[src/rtl/fifo_stream_out_if.sv]
// Valid/ready word stream between the FIFO read adapter and its consumer.
// The master drives vld/dat; the slave drives rdy.
interface fifo_stream_out_if #(
  parameter int WIDTH = 32
);
  logic             vld;
  logic [WIDTH-1:0] dat;
  logic             rdy;

  modport master (output vld, output dat, input rdy);
  modport slave  (input vld, input dat, output rdy);
endinterface

[src/rtl/fifo_stream_out.sv]
// Pops a synchronous FIFO and re-presents its words on a valid/ready stream via a 2-entry buffer.
// Latency: rd_en in cycle T, word valid on the stream in T+2; one word per cycle sustained.
// Backpressure: with rdy low at most two further pops land (buffer full), then reads stop until rdy returns.
module fifo_stream_out #(
  parameter int WIDTH = 32,
  parameter int CNT_W = 16
) (
  input  logic                 clk_i,
  input  logic                 rst_i,
  input  logic                 fifo_empty_i,
  input  logic [WIDTH-1:0]     fifo_data_i,
  output logic                 fifo_rd_en_o,
  fifo_stream_out_if.master    m,
  output logic [1:0]           occupancy_o,
  output logic [CNT_W-1:0]     beat_cnt_o
);

  typedef enum logic [1:0] {
    EMPTY = 2'd0,
    ONE   = 2'd1,
    TWO   = 2'd2
  } occ_e;

  occ_e             state_q, state_d;
  logic [WIDTH-1:0] head_q, head_d;
  logic [WIDTH-1:0] tail_q, tail_d;
  logic             inflight_q;
  logic             valid_q;
  logic [CNT_W-1:0] beat_q;

  logic             pop;
  logic             push;
  logic             rd_en;
  logic [2:0]       pending;

  assign pop  = valid_q && m.rdy;
  assign push = inflight_q;

  // Words already buffered plus the one still coming back from the FIFO.
  assign pending = {1'b0, state_q} + {2'b00, inflight_q};

  // A read may be issued into the last free slot only if the head leaves this cycle.
  always_comb begin
    rd_en = 1'b0;
    if (rst_i && !fifo_empty_i) begin
      rd_en = (pending < 3'd2) || ((pending == 3'd2) && pop);
    end
  end

  always_comb begin
    state_d = state_q;
    head_d  = head_q;
    tail_d  = tail_q;
    case (state_q)
      EMPTY: begin
        if (push) begin
          state_d = ONE;
          head_d  = fifo_data_i;
        end
      end
      ONE: begin
        if (push && pop) begin
          head_d = fifo_data_i;
        end else if (push) begin
          state_d = TWO;
          tail_d  = fifo_data_i;
        end else if (pop) begin
          state_d = EMPTY;
        end
      end
      TWO: begin
        // Read issue never allows a push here unless the head is leaving.
        if (pop) begin
          head_d = tail_q;
          if (push) begin
            tail_d = fifo_data_i;
          end else begin
            state_d = ONE;
          end
        end
      end
      default: begin
        state_d = EMPTY;
      end
    endcase
  end

  always_ff @(posedge clk_i or negedge rst_i) begin
    if (!rst_i) begin
      state_q    <= EMPTY;
      head_q     <= '0;
      tail_q     <= '0;
      inflight_q <= 1'b0;
      valid_q    <= 1'b0;
      beat_q     <= '0;
    end else begin
      state_q    <= state_d;
      head_q     <= head_d;
      tail_q     <= tail_d;
      inflight_q <= rd_en;
      valid_q    <= (state_d != EMPTY);
      if (pop) begin
        beat_q <= beat_q + 1'b1;
      end
    end
  end

  assign fifo_rd_en_o = rd_en;
  assign m.vld        = valid_q;
  assign m.dat        = head_q;
  assign occupancy_o  = state_q;
  assign beat_cnt_o   = beat_q;

endmodule

[src/flat_wrapper.sv]
// flat-port wrapper written by rule: the top's interface ports become plain ports
module fifo_stream_out_flat 
#(
  parameter int WIDTH = 32,
  parameter int CNT_W = 16
)
  (clk_i, rst_i, fifo_empty_i, fifo_data_i, fifo_rd_en_o, occupancy_o, beat_cnt_o, m_vld, m_dat, m_rdy);
  fifo_stream_out_if #(.WIDTH(WIDTH)) m_i ();
  input  logic clk_i;
  input  logic rst_i;
  input  logic fifo_empty_i;
  input  logic [WIDTH-1:0] fifo_data_i;
  output logic fifo_rd_en_o;
  output logic [1:0] occupancy_o;
  output logic [CNT_W-1:0] beat_cnt_o;
  output wire logic [$bits(m_i.vld)-1:0] m_vld;
  output wire logic [$bits(m_i.dat)-1:0] m_dat;
  input wire logic [$bits(m_i.rdy)-1:0] m_rdy;
  assign m_vld = m_i.vld;
  assign m_dat = m_i.dat;
  assign m_i.rdy = m_rdy;
  fifo_stream_out #(.WIDTH(WIDTH), .CNT_W(CNT_W)) u_core (.clk_i(clk_i), .rst_i(rst_i), .fifo_empty_i(fifo_empty_i), .fifo_data_i(fifo_data_i), .fifo_rd_en_o(fifo_rd_en_o), .m(m_i), .occupancy_o(occupancy_o), .beat_cnt_o(beat_cnt_o));
endmodule
[config.mk]
export PLATFORM = sky130hd
export DESIGN_NAME = fifo_stream_out_flat
export DESIGN_NICKNAME = d
export VERILOG_FILES = /design/src/rtl/fifo_stream_out_if.sv /design/src/rtl/fifo_stream_out.sv /design/src/flat_wrapper.sv
export SDC_FILE = /design/constraint.sdc
export NUM_CORES = 1
export LEC_CHECK = 0
export BUFFER_PORTS_ARGS = -buffer_cell sky130_fd_sc_hd__buf_2
export CAP_MARGIN = 20
export CORE_MARGIN = 3
export CORE_UTILIZATION = 49
export DETAILED_ROUTE_END_ITERATION = 10
export PLACE_DENSITY = 0.84
export SYNTH_ARGS = -nofsm -noshare
export SYNTH_HDL_FRONTEND = slang
export SYNTH_SLANG_ARGS = --single-unit
[constraint.sdc]
create_clock -name clk_i -period 2 [get_ports clk_i]
set_clock_uncertainty 0.2 [all_clocks]
set_input_delay 0 -clock clk_i [delete_from_list [all_inputs] [get_ports clk_i]]
set_output_delay 0 -clock clk_i [all_outputs]
set_load 0.01 [all_outputs]
==> impl_summary.txt, run 1 <==
----------------------------------------------------
[Outcome]
  Status ... finished clean

[Power]
  Worst-case vdd ir drop ... 0.000762 V
  Power per unit of standard cell area ... 1340 nW/um^2
  Leak ... 2.39 nW

[Floorplanning]
  Num ports ... 88
  Horiz. Die Dim ... 94.9 um
  Area of the core ... 7450 um^2
  Die Y-Extent ... 94.9 um
  Initial standard-cell utilization of the core ... 52.0%
  Number of rows created at floorplan ... 31
  Total die area ... 9010 um^2

[Clock network]
  Master cell of the clock root buffer ... sky130_fd_sc_hd__clkbuf_8
  Number of buffers created by CTS ... 9
  Maximum number of buffers from clock root to sink ... 2
  Clock transition at the registers of the reported paths ... 90 ps
  Clock network latency to the later pin of the worst-skew pair ... 360 ps
  Htree depth ... 3
  Clock net sink count ... 84
  CTS tree ... yes

[Critical path]
  CP Capture Type ... flop
  Worst endpoint data arrival time ... 2000 ps
  Reg-to-reg setup timing slack ... 50 ps
  Crit start category ... flop
  Count of cells along the worst register-to-register path ... 5
  Critical path destination ... u_core.tail_q[13]
  Max Fanout on Critical Path ... 14
  Worst flop-to-flop path startpoint ... u_core.occupancy_o[0]
  Type of the worst setup path ... reg -> reg
  Data required time at the worst endpoint ... 2050 ps
  Launch point of the critical path ... u_core.occupancy_o[0]
  Endpoint of the worst-slack reg-to-reg timing path ... u_core.tail_q[13]

[Drt]
  Final routed wirelength across all metal layers ... 8.22 mm
  DR DRC count ... 0
  Residual antenna-violating net count after detailed routing ... 0
  Average via count per standard cell ... 5.10
  Vias post-DR ... 2780
  Average detailed-routed wire length per instance ... 15.1 um
  Detailed Route Iter0 Violations ... 134
  Router iterations before antenna repair ... 4

[Synth]
  Sequential fraction of the synthesis area ... 54.2%
  Mean post-synth cell area ... 12.5 um^2
  Combined area of all synthesized cells ... 3870 um^2
  Mapped Cells ... 310
  Count leader, synth ... sky130_fd_sc_hd__dfrtp_1
  Library cell occupying the most area in the post-synthesis netlist ... sky130_fd_sc_hd__dfrtp_1
  FFs w/ async S/R, synth ... 100%
  Cell variety after synth ... 36
  Synth top area share ... 54.2%
  Dominant register cell in the synthesized netlist ... sky130_fd_sc_hd__dfrtp_1
  Number of enable flip-flop cells after synthesis ... 0
  Number of synthesized register bits ... 84
  Synth warn ... 0
  Dominant cells by area after synthesis ... sky130_fd_sc_hd__dfrtp_1 54%, sky130_fd_sc_hd__mux2_4 12%, sky130_fd_sc_hd__mux2i_1 8.3%, sky130_fd_sc_hd__nand2_1 4.5%, sky130_fd_sc_hd__o21ai_0 4.3%
  Commonest cells in the netlist ... 84 x sky130_fd_sc_hd__dfrtp_1, 46 x sky130_fd_sc_hd__nand2_1, 33 x sky130_fd_sc_hd__o21ai_0
  Synthesized Nets ... 356

[STA]
  Sum of negative setup slack ... 0 ps
  Max-slew headroom ... 66.7%
  Transition time of the tightest slew-check pin ... 495 ps
  Share of the cycle needed by the critical path after routing ... 97.6%
  Min cycle time layout ... 1950 ps
  Final hold slack ... 13.2 ps
  Max Clock Freq ... 512 MHz
  Pins over their slew limit ... 0
  Count of endpoints failing hold in the final timing report ... 0
  Setup Viol. Count Final ... 0
  Unrepaired setup endpoints after global routing ... true

[Finish]
  Number of inserted diodes ... 0
  Area grow syn2layout ... 30.3%
  Fraction of final layout cells with drive strength greater than 1 ... 37.0%
  Final net count ... 487

[Worst hold path]
  Hold Crit Class ... in -> async

[Global routing]
  Number of global-route vias before repair ... 2763
  Maximum number of pins on one net before global-route repair ... 85
  First-pass GRT wire length ... 13.1 mm
  Global router's overall resource usage ... 19.0%
  Total gr overflow ... 0
  Initial antenna violation count ... 0

[Place]
  Count of input and output buffers ... 87
  DPL Wire Length ... 5.44 mm
  Placer congestion estimate ... 0.804

[Job]
  Max-capacitance violation count ... 0

----------------------------------------------------
## area by class of cell
type / count / area [um^2]
tap: 99 / 124
sequential: 84 / 2100
timing repair buffer: 136 / 960
multi-input combinational: 205 / 1670
clock buffer: 9 / 124
clock inverter: 7 / 51.3
inverter: 5 / 18.8
fill: 561 / 2400
## timing repair
action | CTS | global route
setup buffers | 3 | 1
endpoints found under the setup margin | 1 | 45
pin swaps | 4 | 1
hold endpoints to repair | 154 | 0
resized for setup | 5 | 4
hold buffers | 35 | 0
## flip-flops by register name, indices dropped and copies added (netlist names)
register and count:
u_core.beat_cnt_o 16, u_core.inflight_q 1, u_core.m.dat 32, u_core.m.vld 1
u_core.occupancy_o 2, u_core.tail_q 32
## layout by cell type, fill, tap and decap left out, drive strengths merged, types with 2 or more instances in the layout
master       instances
buf                101
clkinv               4
nand4                4
nand2               48
and3                 2
clkinvlp             2
nor2b                2
or2                  2
dlygate4sd3         35
dfrtp               84
and4                 2
o21ai               35
mux2i               32
inv                  6
nor3                 4
clkbuf               9
ha                  10
xnor2                9
mux2                32
xor2                 6
nor2                 5
## worst min path at each step
stage                     startpoint                   end  slack [ps]  cells past startpoint
final                          rst_i       u_core.m.dat[2]          10                      3
after global routing           rst_i       u_core.m.dat[3]          70                      3
after CTS                      rst_i  u_core.beat_cnt_o[1]          50                      3
after detailed placement       rst_i       u_core.m.dat[2]        -110                      2
after global placement         rst_i      u_core.tail_q[2]        -110                      2
after floorplan                rst_i  u_core.beat_cnt_o[0]        -500                      0
## critical path: stages, from the launching register on
cell                      delay [ps]
sky130_fd_sc_hd__dfrtp_2         460
sky130_fd_sc_hd__ha_1            300
sky130_fd_sc_hd__nand2_2          80
sky130_fd_sc_hd__and4_4          310
sky130_fd_sc_hd__buf_12          190
sky130_fd_sc_hd__mux2_4          310
## cell families (layout without fill, tap and decap cells)
kind of cell               Yosys count  count (layout)  share of synthesized area [%]
DFF                                 84              84                           54.2
xor gates and xnor gates            15              15                           3.39
adders and majority gates           10              10                           3.23
AOI/OAI and AO/OA                   41              41                           5.81
and+or+nand+nor                     75              75                           8.88
buffers and inverters               21             157                           3.97
muxes                               64              64                           20.5
## per-layer routing
metal	routed length (um)	track usage [%]
met5	0	0
met1	3570	23.5
met2	4110	31.5
met4	216	8.53
met3	322	4.54
## where the power goes
group,internal [mW],switching (mW),total (mW)
registers,2.43,0.464,2.90
clock network,0.454,0.644,1.10
logic,1.43,1.32,2.75
total,4.32,2.43,6.75
## metrics by stage
stage	cell area (um^2)	cells	utilization, %	total power, mW	setup slack (ps)
floorplan	3880	310	-	4.62	21.1
finish	5050	545	67.8	6.75	48.3
CTS	5020	544	67.5	6.73	3.49
global route	5050	545	67.8	7.18	-60.1
detailed placement	4450	490	59.8	5.54	42.5
global placement	4450	490	59.8	5.39	122
Power figures use the tool's default switching activity.
==> run 2: changes to the inputs <==
--- a/config.mk
+++ b/config.mk
@@ -10,7 +10,7 @@
 export CORE_MARGIN = 3
 export CORE_UTILIZATION = 49
 export DETAILED_ROUTE_END_ITERATION = 10
-export PLACE_DENSITY = 0.84
+export PLACE_DENSITY = 0.8
 export SYNTH_ARGS = -nofsm -noshare
 export SYNTH_HDL_FRONTEND = slang
 export SYNTH_SLANG_ARGS = --single-unit
==> run 2 against run 1 <==
- sequential cell count is the same
- largest power group unchanged
- via count fell by 0.83%
- critical endpoint is now fifo_rd_en_o
- clock power rose by 9%
==> impl_summary.txt, run 2 (synthesis results as in run 1) <==
----------------------------------------------------
[Outcome]
  Status ... finished clean

[Clock network]
  Clock network latency to the later pin of the worst-skew pair ... 340 ps (-20 ps)
  CTS tree ... yes
  Master cell of the clock root buffer ... sky130_fd_sc_hd__clkbuf_8
  Htree depth ... 3 (unchanged)
  Number of buffers created by CTS ... 9 (unchanged)
  Clock net sink count ... 84 (unchanged)
  Clock transition at the registers of the reported paths ... 80 ps (about the same)
  Maximum number of buffers from clock root to sink ... 2 (unchanged)

[Finish]
  Most frequent cells in the layout ... 86 x sky130_fd_sc_hd__buf_2, 82 x sky130_fd_sc_hd__dfrtp_1, 46 x sky130_fd_sc_hd__nand2_1, 35 x sky130_fd_sc_hd__dlygate4sd3_1, 33 x sky130_fd_sc_hd__o21ai_0
  Number of inserted diodes ... 0 (unchanged)
  Most common cell after layout, fill and taps aside ... sky130_fd_sc_hd__buf_2
  Area grow syn2layout ... 31.7%
  Final net count ... 487 (unchanged)
  Fraction of final layout cells with drive strength greater than 1 ... 37.4% (+0.45 points)
  Filler Cell Count ... 574 (+2.3%)

[STA]
  Setup Viol. Count Final ... 0 (unchanged)
  Transition time of the tightest slew-check pin ... 537 ps (+41.6 ps)
  Share of the cycle needed by the critical path after routing ... 97.7% (about the same)
  Crit path setup slack, layout ... 46.3 ps (-1.95 ps)
  Min cycle time layout ... 1950 ps (+1.95 ps)
  Unrepaired setup endpoints after global routing ... true
  Max Clock Freq ... 512 MHz (about the same)
  Pins over their slew limit ... 0 (unchanged)
  Max-slew headroom ... 63.9% (-2.8 points)
  Count of endpoints failing hold in the final timing report ... 0 (unchanged)
  Final hold slack ... 15.5 ps (+2.35 ps)

[Critical path]
  CP Capture Type ... output pin
  CP max stage delay ... 470 ps (about the same)
  Crit start category ... flop
  Worst endpoint data arrival time ... 1750 ps (-250 ps)
  Library cell contributing the largest single delay on the critical path ... sky130_fd_sc_hd__dfrtp_2
  Count of cells along the worst register-to-register path ... 5 (unchanged)
  Data required time at the worst endpoint ... 1800 ps (-250 ps)
  Crit path cell chain ... ha_4 > ha_4 > nor3_4 > a21oi_2 > nor3b_2 > buf_2
  Max Fanout on Critical Path ... 4 (-10)
  Type of the worst setup path ... reg -> out
  Most used cell, CP ... sky130_fd_sc_hd__ha_4

[Power]
  Leak ... 2.41 nW (+0.80%)
  Power per unit of standard cell area ... 1360 nW/um^2 (+1.5%)
  Worst-case vdd ir drop ... 0.000798 V (+4.7%)

[Drt]
  DR DRC count ... 0 (unchanged)
  Vias post-DR ... 2757 (-0.83%)
  Average detailed-routed wire length per instance ... 15.0 um (-0.52%)
  Detailed Route Iter0 Violations ... 97 (-28%)
  Average via count per standard cell ... 5.06 (-0.83%)
  Final routed wirelength across all metal layers ... 8.18 mm (-0.52%)
  Router iterations before antenna repair ... 4 (unchanged)
  Residual antenna-violating net count after detailed routing ... 0 (unchanged)

[Global routing]
  Total gr overflow ... 0 (unchanged)
  Global router's overall resource usage ... 19.3% (+0.30 points)
  First-pass GRT wire length ... 13.5 mm (+3.1%)
  Initial antenna violation count ... 0 (unchanged)
  Maximum number of pins on one net before global-route repair ... 85 (unchanged)
  Number of global-route vias before repair ... 2875 (+4.1%)

[Floorplanning]
  Horiz. Die Dim ... 94.9 um (unchanged)
  Num ports ... 88 (unchanged)
  Die Y-Extent ... 94.9 um (unchanged)
  Number of rows created at floorplan ... 31 (unchanged)
  Area of the core ... 7450 um^2 (unchanged)
  Total die area ... 9010 um^2 (unchanged)
  Initial standard-cell utilization of the core ... 52.0% (unchanged)

[Place]
  DPL Wire Length ... 5.54 mm (+1.8%)
  Count of input and output buffers ... 87 (unchanged)
  Placer congestion estimate ... 0.815 (+1.3%)
  Placement Setup Slack ... 52.6 ps (+10.1 ps)

[Worst hold path]
  Hold Crit Class ... in -> async

[Job]
  Max-capacitance violation count ... 0 (unchanged)

----------------------------------------------------
[run 2: routing by layer]
layer	global-route usage (%)	share of wire, %
met1	25.6	45
met2	31.7	49
met3	4.14	5.2
met4	6.01	0.81
met5	0	0
[run 2: path summary, 6_finish.rpt]
check / slack [ps] / start / to
hold reg to reg: 270 / u_core.beat_cnt_o[15] / u_core.beat_cnt_o[15]
max in group asynchronous: 1180 / rst_i / u_core.tail_q[20]
setup / recovery: 50 / u_core.occupancy_o[0] / fifo_rd_en_o
min in group clk_i: 220 / fifo_data_i[4] / u_core.tail_q[4]
setup reg to reg: 50 / u_core.occupancy_o[0] / u_core.tail_q[31]
hold / removal: 20 / rst_i / u_core.beat_cnt_o[9]
[run 2: critical path: cells and delay by family, from the launching register on]
| kind | cells | cell delay (ps) |
|---|---|---|
| buffers and inverters | 1 | 160 |
| AO/OA/AOI/OAI | 1 | 80 |
| flip-flops | 1 | 470 |
| AND/OR/NAND/NOR | 2 | 340 |
| adder cells (fa/ha/maj) | 2 | 360 |
[run 2: repair_timing]
item | in CTS | in global routing
endpoints found under the hold margin | 154 | 0
hold buffers | 35 | 0
resized for setup | 5 | 8
endpoints found under the setup margin | 1 | 46
setup buffers | 2 | 2
pin swaps | 4 | 4
[run 2: area by class of cell]
| class | count | area [um^2] | share of cell area, % |
|---|---|---|---|
| Clock inverter | 7 | 75.1 | 1.47 |
| Sequential cell | 84 | 2100 | 41.2 |
| Timing Repair Buffer | 136 | 956 | 18.7 |
| Inverter | 5 | 21.3 | 0.417 |
| Multi-Input combinational cell | 205 | 1700 | 33.3 |
| Clock buffer | 9 | 124 | 2.43 |
| Tap cell | 99 | 124 | 2.43 |
[run 2: where the power goes]
| part | switching (mW) | internal [mW] | total [mW] | leakage, nW |
|---|---|---|---|---|
| registers | 0.485 | 2.44 | 2.92 | 1.04 |
| logic | 1.35 | 1.46 | 2.81 | 1.27 |
| clock network | 0.615 | 0.586 | 1.20 | 0.104 |
[run 2: stage by stage]
stage	power (mW)	instances	setup TNS [ps]	instance area [um^2]	util (%)
floorplan	4.62	310	0	3880	-
global placement	5.43	490	0	4450	59.8
detailed placement	5.58	490	0	4450	59.8
CTS	6.89	543	0	5040	67.7
global route	7.43	545	-37.9	5100	68.5
finish	6.93	545	0	5100	68.5
==> run 3: changes to the inputs <==
--- a/config.mk
+++ b/config.mk
@@ -10,7 +10,7 @@
 export CORE_MARGIN = 3
 export CORE_UTILIZATION = 49
 export DETAILED_ROUTE_END_ITERATION = 10
-export PLACE_DENSITY = 0.8
+export PLACE_DENSITY_LB_ADDON = 0.1
 export SYNTH_ARGS = -nofsm -noshare
 export SYNTH_HDL_FRONTEND = slang
 export SYNTH_SLANG_ARGS = --single-unit
==> run 3 against run 2 <==
- core utilization up 2.5 points
- sequential cell count unchanged
- sequential share of layout area down 1.4 points
- routed wire length up 11%
- hold slack better by 40 ps
- largest cell class unchanged
- first-iteration DRC count down 10%
- critical endpoint is now u_core.tail_q[0]
- power up 7.6%
- combinational power up 15%
- fmax down 1.5%
==> impl_summary.txt, run 3 (synthesis results as in run 1) <==
----------------------------------------------------
[Finish]
  Most common cell after layout, fill and taps aside ... sky130_fd_sc_hd__buf_2
  Layout Cells excl Fill ... 553 (+1.5%)
  Fraction of the core area covered by cells at the end of the flow ... 71.0% (+2.5 points)
  Number of inserted diodes ... 0 (unchanged)
  Footprint of the multi-input gates ... 1720 um^2 (+1.5%)
  Most frequent cells in the layout ... 86 x sky130_fd_sc_hd__buf_2, 81 x sky130_fd_sc_hd__dfrtp_1, 46 x sky130_fd_sc_hd__nand2_1, 35 x sky130_fd_sc_hd__dlygate4sd3_1, 33 x sky130_fd_sc_hd__o21ai_0
  Area grow syn2layout ... 36.5%
  Summed area of non-filler cells in the final layout ... 5290 um^2 (+3.6%)
  Fraction of final layout cells with drive strength greater than 1 ... 39.2% (+1.8 points)
  Storage element area ... 2110 um^2 (about the same)
  Filler Cell Count ... 549 (-4.4%)
  Final net count ... 495 (+1.6%)

[Floorplanning]
  Initial standard-cell utilization of the core ... 52.0% (unchanged)
  Num ports ... 88 (unchanged)
  Total die area ... 9010 um^2 (unchanged)
  Area of the core ... 7450 um^2 (unchanged)
  Horiz. Die Dim ... 94.9 um (unchanged)
  Number of rows created at floorplan ... 31 (unchanged)
  Die Y-Extent ... 94.9 um (unchanged)

[STA]
  Unrepaired setup endpoints after global routing ... true
  Transition time of the tightest slew-check pin ... 453 ps (-83.9 ps)
  Max Clock Freq ... 504 MHz (-1.5%)
  Count of endpoints failing hold in the final timing report ... 0 (unchanged)
  Min cycle time layout ... 1980 ps (+30.5 ps)
  Setup Viol. Count Final ... 0 (unchanged)
  Max-slew headroom ... 69.8% (+5.9 points)
  Pins over their slew limit ... 0 (unchanged)
  Share of the cycle needed by the critical path after routing ... 99.2% (+1.5 points)

[Clock network]
  Number of buffers created by CTS ... 9 (unchanged)
  Maximum number of buffers from clock root to sink ... 2 (unchanged)
  Master cell of the clock root buffer ... sky130_fd_sc_hd__clkbuf_8
  CTS tree ... yes
  Htree depth ... 3 (unchanged)
  Clock transition at the registers of the reported paths ... 90 ps (about the same)
  Clock net sink count ... 84 (unchanged)
  Clock network latency to the later pin of the worst-skew pair ... 340 ps (about the same)

[Drt]
  Detailed Route Iter0 Violations ... 87 (-10%)
  DR DRC count ... 0 (unchanged)
  Router iterations before antenna repair ... 4 (unchanged)
  Average via count per standard cell ... 5.05 (-0.23%)
  Vias post-DR ... 2791 (+1.2%)
  Residual antenna-violating net count after detailed routing ... 0 (unchanged)
  Average detailed-routed wire length per instance ... 16.4 um (+9.4%)
  Final routed wirelength across all metal layers ... 9.08 mm (+11%)

[Global routing]
  Global router's overall resource usage ... 19.2% (-0.073 points)
  Initial antenna violation count ... 0 (unchanged)
  Total gr overflow ... 0 (unchanged)
  Maximum number of pins on one net before global-route repair ... 85 (unchanged)
  First-pass GRT wire length ... 13.4 mm (-0.82%)
  Number of global-route vias before repair ... 2736 (-4.8%)

[Power]
  Worst-case vdd ir drop ... 0.000684 V (-14%)
  Leak ... 2.49 nW (+3.2%)
  Power per unit of standard cell area ... 1410 nW/um^2 (+3.8%)

[Worst hold path]
  Hold Crit Class ... in -> async

[Critical path]
  Max Fanout on Critical Path ... 8 (+4)
  Type of the worst setup path ... reg -> reg
  Worst endpoint data arrival time ... 2010 ps (+260 ps)
  CP Capture Type ... flop
  Total buffers and inverters traversed by the critical path ... 3 (+2)
  Data required time at the worst endpoint ... 2030 ps (+230 ps)
  CP max stage delay ... 380 ps (-90 ps)
  Library cell contributing the largest single delay on the critical path ... sky130_fd_sc_hd__dfrtp_2
  Crit path cell chain ... buf_6 > inv_6 > ha_1 > and4_4 > buf_12 > mux2_2
  Cell class contributing the biggest share of worst-path delay ... flip-flops
  Crit start category ... flop

[Outcome]
  Status ... finished clean

[Place]
  Count of input and output buffers ... 87 (unchanged)
  # placed instances ... 493 (+0.61%)
  DPL Wire Length ... 5.34 mm (-3.6%)
  Post-detailed-placement cell area ... 4480 um^2 (+0.51%)
  Placer congestion estimate ... 0.803 (-1.4%)

[Job]
  Max-capacitance violation count ... 0 (unchanged)

----------------------------------------------------
==> run 3: cell type report <==
| type | instances | share of cell area (%) |
|---|---|---|
| multi-input cells | 205 | 32.6 |
| flip-flops and latches | 84 | 39.8 |
| clock inverters | 6 | 1.66 |
| clock buffers | 10 | 2.41 |
| well taps | 99 | 2.34 |
| repair buffers | 144 | 20.7 |
| inverters | 5 | 0.449 |
==> run 3: report_power, final <==
group          switching (mW)  internal (mW)
Combinational            1.52           1.71
Clock                   0.611          0.707
Sequential              0.466           2.44
Total                    2.60           4.85
==> run 3: metrics by stage <==
| stage | TNS, ps | power, mW | hold slack (ps) | worst slack (ps) |
|---|---|---|---|---|
| 2_1_floorplan | 0 | 4.62 | -496 | 21.1 |
| 3_3_place_gp | 0 | 5.44 | -88.7 | 76.0 |
| 3_5_place_dp | 0 | 5.52 | -86.4 | 0.831 |
| 4_1_cts | -24.6 | 6.98 | 74.0 | -20.3 |
| 5_1_grt | -328 | 7.94 | 90.0 | -84.4 |
| 6_report | 0 | 7.45 | 55.1 | 15.8 |
==> run 3: worst paths after layout <==
check / cells after the start / end / from / slack [ps]
hold / removal: 3 / u_core.beat_cnt_o[15] / rst_i / 60
setup / recovery: 6 / u_core.tail_q[0] / u_core.occupancy_o[0] / 20
setup reg to reg: 6 / u_core.tail_q[0] / u_core.occupancy_o[0] / 20
min in group clk_i: 3 / u_core.inflight_q / fifo_empty_i / 140
hold reg to reg: 2 / u_core.m.dat[24] / u_core.m.dat[24] / 280
max in group asynchronous: 3 / u_core.occupancy_o[0] / rst_i / 1160
==> run 3: repair_timing <==
item,in CTS,in global routing
setup endpoints to repair,5,67
endpoints found under the hold margin,154,0
buffers inserted,2,2
pin swaps,3,5
gates cloned,0,5
gates resized for setup,10,12
hold buffers,35,0
==> run 3: worst register-to-register path: stages (launching register included) <==
cell and delay, ps:
sky130_fd_sc_hd__dfrtp_2 380, sky130_fd_sc_hd__buf_6 130, sky130_fd_sc_hd__inv_6 50, sky130_fd_sc_hd__ha_1 300, sky130_fd_sc_hd__and4_4 310, sky130_fd_sc_hd__buf_12 160, sky130_fd_sc_hd__mux2_2 350
==> run 3: per-layer routing <==
layer / track usage (%) / wire length, um / vias to the layer above
li1: - / - / 1342
met1: 27.1 / 4200 / 1365
met5: 0 / 0 / -
met3: 4.30 / 367 / 13
met4: 5.77 / 152 / 0
met2: 29.8 / 4360 / 71
